File: src/rtl/rc4_pkg.sv
// Shared types, constants and helpers for the RC4 PRGA decrypt block.
package rc4_pkg;

    typedef enum logic [3:0] {
        IDLE,
        RD_I,
        WT_I,
        GET_I,
        RD_J,
        WT_J,
        GET_J,
        WR_I,
        WR_J,
        RD_F,
        WT_F,
        GET_F,
        WR_D,
        DONE
    } prga_state_t;

    localparam logic [7:0] ASCII_SPACE = 8'h20;
    localparam logic [7:0] ASCII_LO    = 8'h61;
    localparam logic [7:0] ASCII_HI    = 8'h7A;

    // Plaintext is acceptable if it is a space or a lowercase letter.
    function automatic logic is_valid_char(input logic [7:0] c);
        return (c == ASCII_SPACE) || ((c >= ASCII_LO) && (c <= ASCII_HI));
    endfunction

endpackage

File: src/rtl/prga_decrypt_if.sv
// Control handshake plus S RAM, encrypted ROM and decrypted RAM ports of
// the PRGA decrypt engine. master = engine side, slave = memories/controller.
interface prga_decrypt_if #(
    parameter int MSG_AW = 5
);
    logic              start;
    logic              busy;
    logic              done;
    logic              fail;
    logic [7:0]        s_address;
    logic [7:0]        s_data;
    logic              s_wren;
    logic [7:0]        s_q;
    logic [MSG_AW-1:0] rom_address;
    logic [7:0]        rom_q;
    logic [MSG_AW-1:0] dec_address;
    logic [7:0]        dec_data;
    logic              dec_wren;

    modport master (
        input  start, s_q, rom_q,
        output busy, done, fail,
        output s_address, s_data, s_wren,
        output rom_address,
        output dec_address, dec_data, dec_wren
    );

    modport slave (
        output start, s_q, rom_q,
        input  busy, done, fail,
        input  s_address, s_data, s_wren,
        input  rom_address,
        input  dec_address, dec_data, dec_wren
    );
endinterface

File: src/rtl/prga_decrypt.sv
// RC4 pseudo-random generation phase: walks the scheduled S array, swaps
// entries, XORs the keystream with the encrypted ROM and writes plaintext.
// Optional macro PRGA_ASCII_CHECK_EN: abort with fail=1 on the first
// plaintext byte that is not a space or lowercase letter.
module prga_decrypt
    import rc4_pkg::*;
#(
    parameter int MSG_LEN = 32,
    parameter int MSG_AW  = 5
) (
    input  logic           clk,
    input  logic           reset_n,
    prga_decrypt_if.master bus
);

    localparam logic [MSG_AW-1:0] K_LAST = MSG_AW'(MSG_LEN - 1);

    prga_state_t       state_q, state_d;
    logic [7:0]        i_q, i_d;
    logic [7:0]        j_q, j_d;
    logic [7:0]        si_q, si_d;
    logic [7:0]        sj_q, sj_d;
    logic [7:0]        enc_q, enc_d;
    logic [7:0]        f_q, f_d;
    logic [MSG_AW-1:0] k_q, k_d;
    logic              fail_q, fail_d;

    logic [7:0]        plain;
    logic              char_ok;

    assign plain = f_q ^ enc_q;

`ifdef PRGA_ASCII_CHECK_EN
    assign char_ok  = is_valid_char(plain);
    assign bus.fail = fail_q;
`else
    assign char_ok  = 1'b1;
    assign bus.fail = 1'b0;
`endif

    assign bus.busy = (state_q != IDLE) && (state_q != DONE);
    assign bus.done = (state_q == DONE);

    // State and datapath registers.
    always_ff @(posedge clk or negedge reset_n) begin
        if (!reset_n) begin
            state_q <= IDLE;
            i_q     <= '0;
            j_q     <= '0;
            si_q    <= '0;
            sj_q    <= '0;
            enc_q   <= '0;
            f_q     <= '0;
            k_q     <= '0;
            fail_q  <= 1'b0;
        end else begin
            state_q <= state_d;
            i_q     <= i_d;
            j_q     <= j_d;
            si_q    <= si_d;
            sj_q    <= sj_d;
            enc_q   <= enc_d;
            f_q     <= f_d;
            k_q     <= k_d;
            fail_q  <= fail_d;
        end
    end

    // Next-state and datapath updates; each read waits two cycles for data.
    always_comb begin
        state_d = state_q;
        i_d     = i_q;
        j_d     = j_q;
        si_d    = si_q;
        sj_d    = sj_q;
        enc_d   = enc_q;
        f_d     = f_q;
        k_d     = k_q;
        fail_d  = fail_q;
        case (state_q)
            IDLE, DONE: begin
                if (bus.start) begin
                    i_d     = '0;
                    j_d     = '0;
                    k_d     = '0;
                    fail_d  = 1'b0;
                    state_d = RD_I;
                end
            end
            RD_I: begin
                i_d     = i_q + 8'd1;
                state_d = WT_I;
            end
            WT_I:  state_d = GET_I;
            GET_I: begin
                si_d    = bus.s_q;
                enc_d   = bus.rom_q;
                j_d     = j_q + bus.s_q;
                state_d = RD_J;
            end
            RD_J:  state_d = WT_J;
            WT_J:  state_d = GET_J;
            GET_J: begin
                sj_d    = bus.s_q;
                state_d = WR_I;
            end
            WR_I:  state_d = WR_J;
            WR_J:  state_d = RD_F;
            RD_F:  state_d = WT_F;
            WT_F:  state_d = GET_F;
            GET_F: begin
                f_d     = bus.s_q;
                state_d = WR_D;
            end
            WR_D: begin
                if (!char_ok) begin
                    fail_d  = 1'b1;
                    state_d = DONE;
                end else if (k_q == K_LAST) begin
                    state_d = DONE;
                end else begin
                    k_d     = k_q + MSG_AW'(1);
                    state_d = RD_I;
                end
            end
            default: state_d = IDLE;
        endcase
    end

    // Memory port decode from state and registers only; addresses are held
    // through the wait and capture cycles of every read.
    always_comb begin
        bus.s_address   = '0;
        bus.s_data      = '0;
        bus.s_wren      = 1'b0;
        bus.rom_address = '0;
        bus.dec_address = '0;
        bus.dec_data    = '0;
        bus.dec_wren    = 1'b0;
        case (state_q)
            RD_I: begin
                bus.s_address   = i_q + 8'd1;
                bus.rom_address = k_q;
            end
            WT_I, GET_I: begin
                bus.s_address   = i_q;
                bus.rom_address = k_q;
            end
            RD_J, WT_J, GET_J: bus.s_address = j_q;
            WR_I: begin
                bus.s_address = i_q;
                bus.s_data    = sj_q;
                bus.s_wren    = 1'b1;
            end
            WR_J: begin
                bus.s_address = j_q;
                bus.s_data    = si_q;
                bus.s_wren    = 1'b1;
            end
            RD_F, WT_F, GET_F: bus.s_address = si_q + sj_q;
            WR_D: begin
                bus.dec_address = k_q;
                bus.dec_data    = plain;
                bus.dec_wren    = char_ok;
            end
            default: ;
        endcase
    end

endmodule

File: src/flat_wrapper.sv
// flat-port wrapper written by rule: the top's interface ports become plain ports
module prga_decrypt_flat import rc4_pkg::*;
#(
    parameter int MSG_LEN = 32,
    parameter int MSG_AW  = 5
)
  (clk, reset_n, bus_start, bus_s_q, bus_rom_q, bus_busy, bus_done, bus_fail, bus_s_address, bus_s_data, bus_s_wren, bus_rom_address, bus_dec_address, bus_dec_data, bus_dec_wren);
  prga_decrypt_if #(.MSG_AW(MSG_AW)) bus_i ();
  input  logic clk;
  input  logic reset_n;
  input wire logic [$bits(bus_i.start)-1:0] bus_start;
  input wire logic [$bits(bus_i.s_q)-1:0] bus_s_q;
  input wire logic [$bits(bus_i.rom_q)-1:0] bus_rom_q;
  output wire logic [$bits(bus_i.busy)-1:0] bus_busy;
  output wire logic [$bits(bus_i.done)-1:0] bus_done;
  output wire logic [$bits(bus_i.fail)-1:0] bus_fail;
  output wire logic [$bits(bus_i.s_address)-1:0] bus_s_address;
  output wire logic [$bits(bus_i.s_data)-1:0] bus_s_data;
  output wire logic [$bits(bus_i.s_wren)-1:0] bus_s_wren;
  output wire logic [$bits(bus_i.rom_address)-1:0] bus_rom_address;
  output wire logic [$bits(bus_i.dec_address)-1:0] bus_dec_address;
  output wire logic [$bits(bus_i.dec_data)-1:0] bus_dec_data;
  output wire logic [$bits(bus_i.dec_wren)-1:0] bus_dec_wren;
  assign bus_i.start = bus_start;
  assign bus_i.s_q = bus_s_q;
  assign bus_i.rom_q = bus_rom_q;
  assign bus_busy = bus_i.busy;
  assign bus_done = bus_i.done;
  assign bus_fail = bus_i.fail;
  assign bus_s_address = bus_i.s_address;
  assign bus_s_data = bus_i.s_data;
  assign bus_s_wren = bus_i.s_wren;
  assign bus_rom_address = bus_i.rom_address;
  assign bus_dec_address = bus_i.dec_address;
  assign bus_dec_data = bus_i.dec_data;
  assign bus_dec_wren = bus_i.dec_wren;
  prga_decrypt #(.MSG_LEN(MSG_LEN), .MSG_AW(MSG_AW)) u_core (.clk(clk), .reset_n(reset_n), .bus(bus_i));
endmodule
File: config.mk
export PLATFORM = sky130hd
export DESIGN_NAME = prga_decrypt_flat
export DESIGN_NICKNAME = d
export VERILOG_FILES = /design/src/rtl/rc4_pkg.sv /design/src/rtl/prga_decrypt_if.sv /design/src/rtl/prga_decrypt.sv /design/src/flat_wrapper.sv
export SDC_FILE = /design/constraint.sdc
export NUM_CORES = 1
export LEC_CHECK = 0
export ABC_AREA = 1
export BUFFER_PORTS_ARGS = -buffer_cell sky130_fd_sc_hd__buf_2
export CAP_MARGIN = 20
export CELL_PAD_IN_SITES_DETAIL_PLACEMENT = 1
export CELL_PAD_IN_SITES_GLOBAL_PLACEMENT = 2
export CORE_ASPECT_RATIO = 1.75
export CORE_MARGIN = 5
export CORE_UTILIZATION = 33
export CTS_CLUSTER_SIZE = 30
export DETAILED_ROUTE_END_ITERATION = 6
export MAX_ROUTING_LAYER = met4
export PLACE_DENSITY_LB_ADDON = 0.2
export SLEW_MARGIN = 20
export SYNTH_ARGS = -nofsm -noshare
export SYNTH_HDL_FRONTEND = slang
export SYNTH_SLANG_ARGS = --single-unit
File: constraint.sdc
create_clock -name clk -period 2.15 [get_ports clk]
set_input_delay 0.215 -clock clk [delete_from_list [all_inputs] [get_ports clk]]
set_output_delay 0.215 -clock clk [all_outputs]
set_load 0.02 [all_outputs]
==> impl_results.md <==
- Cts bufs inserted: 9
- Die ar.: 13150 um^2
- TritonCTS clock tree: yes
- Share of layout cells above drive strength 1: 0.2377
- Part of the power in combinational logic: 0.199
- IO Port Bufs: between 50 and 60
- Commonest non-fill, non-tap cell in the layout: nand2_1
- Crit path to: bus_s_address[6]
- IO Pins: 58
- Vias post-DR: between 3k and 4k
- Post-synth top area cell: dfrtp_1
- Max Clk Rate: 448.1 MHz
- Die X-Extent: between 80 and 90 um
- Setup crit start: u_core.sj_q[0]
- Count of different cell masters after synthesis: 39
- Number of synthesized flops with an enable pin: 0
- Clock share of power: 0.409
- Syn_nets: 510
- Layout Cells excl Fill: between 600 and 700
- Post-synth top flop: dfrtp_1
- Vias per cell: a little over 5
- Clk pin slew, worst setup/hold paths: roughly 0.06 ns
- Clk_skew: between 0.006 and 0.007 ns
- Worst setup SP type: flop
- Clk sink count: 57
- R2R depth: 6
- Minimum clock period: around 2.2 ns
- DR iter-0 viols: 86
- Max rail drop VDD: approximately 0.00036 V
- Largest net degree at the start of global routing: 38
- CP Class: flop to output pin
- Slew margin rel.: 0.4926
- Pint: 2236 uW
- Core area: roughly 11000 um^2
- Post-Syn Instances: between 400 and 500
- Total grt overflow: 0
- Post-route setup slack: -0.08166 ns
- Rows: 50
- Crit path max fanout: 3
- Flop2flop setup slack: about 0.3 ns
- First-pass GRT wire length: around 19 mm
- Status: finished, violations left
- Syn. warnings: 0
- Hold crit path type: primary input to flop
- WL per Instance: ~17 um
- Final worst path period share: 1.038
- Post-synthesis average cell area: about 7.6 um^2
- Required time at the worst-slack endpoint: between 1.5 and 2 ns
- Slew Limit Fails: 0
- Leakage: 0.002378 uW
- Number of global-route vias before repair: approximately 3.7k
- Initial core utilization: 0.3358
- Sw frac: 0.3176
- Failing checks: negative setup slack
- Clk Latency, worst-skew pair: around 0.34 ns
- Worst path arrival time: roughly 2.0 ns
- Max-cap violations: 0
- CTS H-tree lvls: 3
- Final WL: roughly 11 mm
- Final hold violations: 0
- Setup violations, final: 3
- Crit end category: output pin
- Cell area power density: a little over 700 nW/um^2
- DRC: 0
- Ys async rst share: 1.000
- Dpl ws: 0.07061 ns
- Critical R2R Launch: u_core.state_q[0]
- Actual slew at the worst max-slew pin: approximately 0.75 ns
- Area growth, synth to finish: 25.39%
- Nets: 580
- Routability cong.: 0.8007
- Root Driver: clkbuf_16
- Post-DRT Antenna Nets: 0
- GRT Util Overall: 0.1897
- Placed Instances: about 650
- ANT cells: 0
- R2r endpoint: u_core.i_q[0]
- RSZ-0062 raised after global routing: true
- Sequential share of the synthesized area: 0.3971
- Initial antenna violation count: 0
- Synth Register Bits: 57
- Cell area after technology mapping: ~3600 um^2
- Synth top area share: 0.3971
- Commonest non-fill, non-tap cells in the layout: nand2_1, dfrtp_1, buf_2, inv_1, nand3_1
- First-pass DRT Iterations: 4
- Die H: 148.0 um
- Largest cells by area after synthesis: dfrtp_1, nand2_1, nand3_1, ha_1, inv_1
- Seq pwr share: 0.392
- Switching power total: 1041 uW
- Max Root-Sink Buffers: 2
- Detailed placement HPWL: about 8.7 mm
-- cells in the mapped netlist, types with 2 or more instances --
| master | number |
|---|---|
| nor2_1 | 38 |
| a22oi_1 | 2 |
| dfrtp_1 | 57 |
| a32o_1 | 8 |
| buf_4 | 4 |
| inv_2 | 4 |
| nand4_1 | 9 |
| o21ai_1 | 16 |
| nand3_1 | 43 |
| a21oi_1 | 8 |
| nand3_2 | 2 |
| nor2_4 | 2 |
| nor2_2 | 3 |
| fa_1 | 2 |
| clkbuf_1 | 3 |
| o211ai_1 | 2 |
| xnor2_1 | 9 |
| ha_1 | 17 |
| inv_1 | 48 |
| o21ai_0 | 27 |
| or2_2 | 5 |
| nor3_1 | 3 |
| o22ai_1 | 2 |
| nand2_4 | 4 |
| nand2_1 | 138 |
| buf_6 | 3 |
-- state kept, by name, summed over array words and instances, names as in the netlist --
register        count
u_core.enc_q        8
u_core.f_q          8
u_core.state_q      4
u_core.si_q         8
u_core.k_q          5
u_core.i_q          8
u_core.j_q          8
u_core.sj_q         8
-- power by group through the flow --
stage	sequential (uW)	combinational (uW)	clock, uW
final	1280	652	1340
after global routing	1290	753	1420
after CTS	1280	651	1370
after detailed placement	1290	622	0
after global placement	1290	604	0
after floorplan	1260	457	0
-- cell type report --
cell class / instances / area (um^2)
Clock inverter: 7 / 53.80
Inverter: 55 / 214.0
Sequential cell: 57 / 1430
Clock buffer: 9 / 225.2
Fill cell: 1357 / 6193
Timing Repair Buffer: 70 / 432.9
Tap cell: 130 / 162.7
Multi-Input combinational cell: 349 / 1986
-- what timing repair did --
action | CTS | global route
pin swaps | 4 | 1
resized for setup | 20 | 11
hold endpoints to repair | 20 | 0
buffers inserted | 5 | 3
endpoints found under the setup margin | 6 | 8
hold buffers | 1 | 0
-- stage by stage --
step           total power [uW]  hold WS, ns  utilization  TNS [ns]  area (um^2)
3_3_place_gp               1894       0.2418       0.3744         0         4005
2_1_floorplan              1713     -0.08059            -         0         3592
4_1_cts                    3298      0.06775       0.4139   -0.1938         4428
3_5_place_dp               1916       0.2494       0.3744         0         4005
6_report                   3276      0.07238       0.4211   -0.2129         4504
5_1_grt                    3463      0.07497       0.4211   -0.5050         4504
-- cell families after synthesis --
kind of cell,Yosys count,synth area share
compound gates,69,0.1153
xor+xnor,10,0.02438
fa+ha+maj,19,0.07036
buf+inv,66,0.08150
flops,57,0.3971
other cells,1,0.001044
simple gates,250,0.3103
-- critical path: stages (launching register included) --
cell	delay [ns]
dfrtp_1	0.40
ha_2	0.22
fa_2	0.38
buf_4	0.15
nand4_1	0.10
nand3_1	0.08
nand2_1	0.08
nand3_2	0.08
nand2_2	0.08
buf_6	0.11
-- worst min path at each step --
stage	end	start	depth (start not counted)	slack, ns
after floorplan	u_core.enc_q[0]	reset_n	0	-0.08
after global placement	u_core.k_q[3]	reset_n	1	0.24
after detailed placement	u_core.k_q[3]	reset_n	1	0.25
after CTS	u_core.enc_q[7]	bus_rom_q[7]	3	0.07
after global routing	u_core.enc_q[2]	bus_rom_q[2]	3	0.07
final	u_core.enc_q[4]	bus_rom_q[4]	3	0.07
-- per-layer routing --
metal,vias up,global-route usage,wire (um)
met1,1653,0.2071,4518
met5,-,-,0
met4,0,0.06732,227
met2,53,0.3374,6288
li1,1691,-,-
met3,14,0.03067,297
Power figures use the tool's default switching activity.
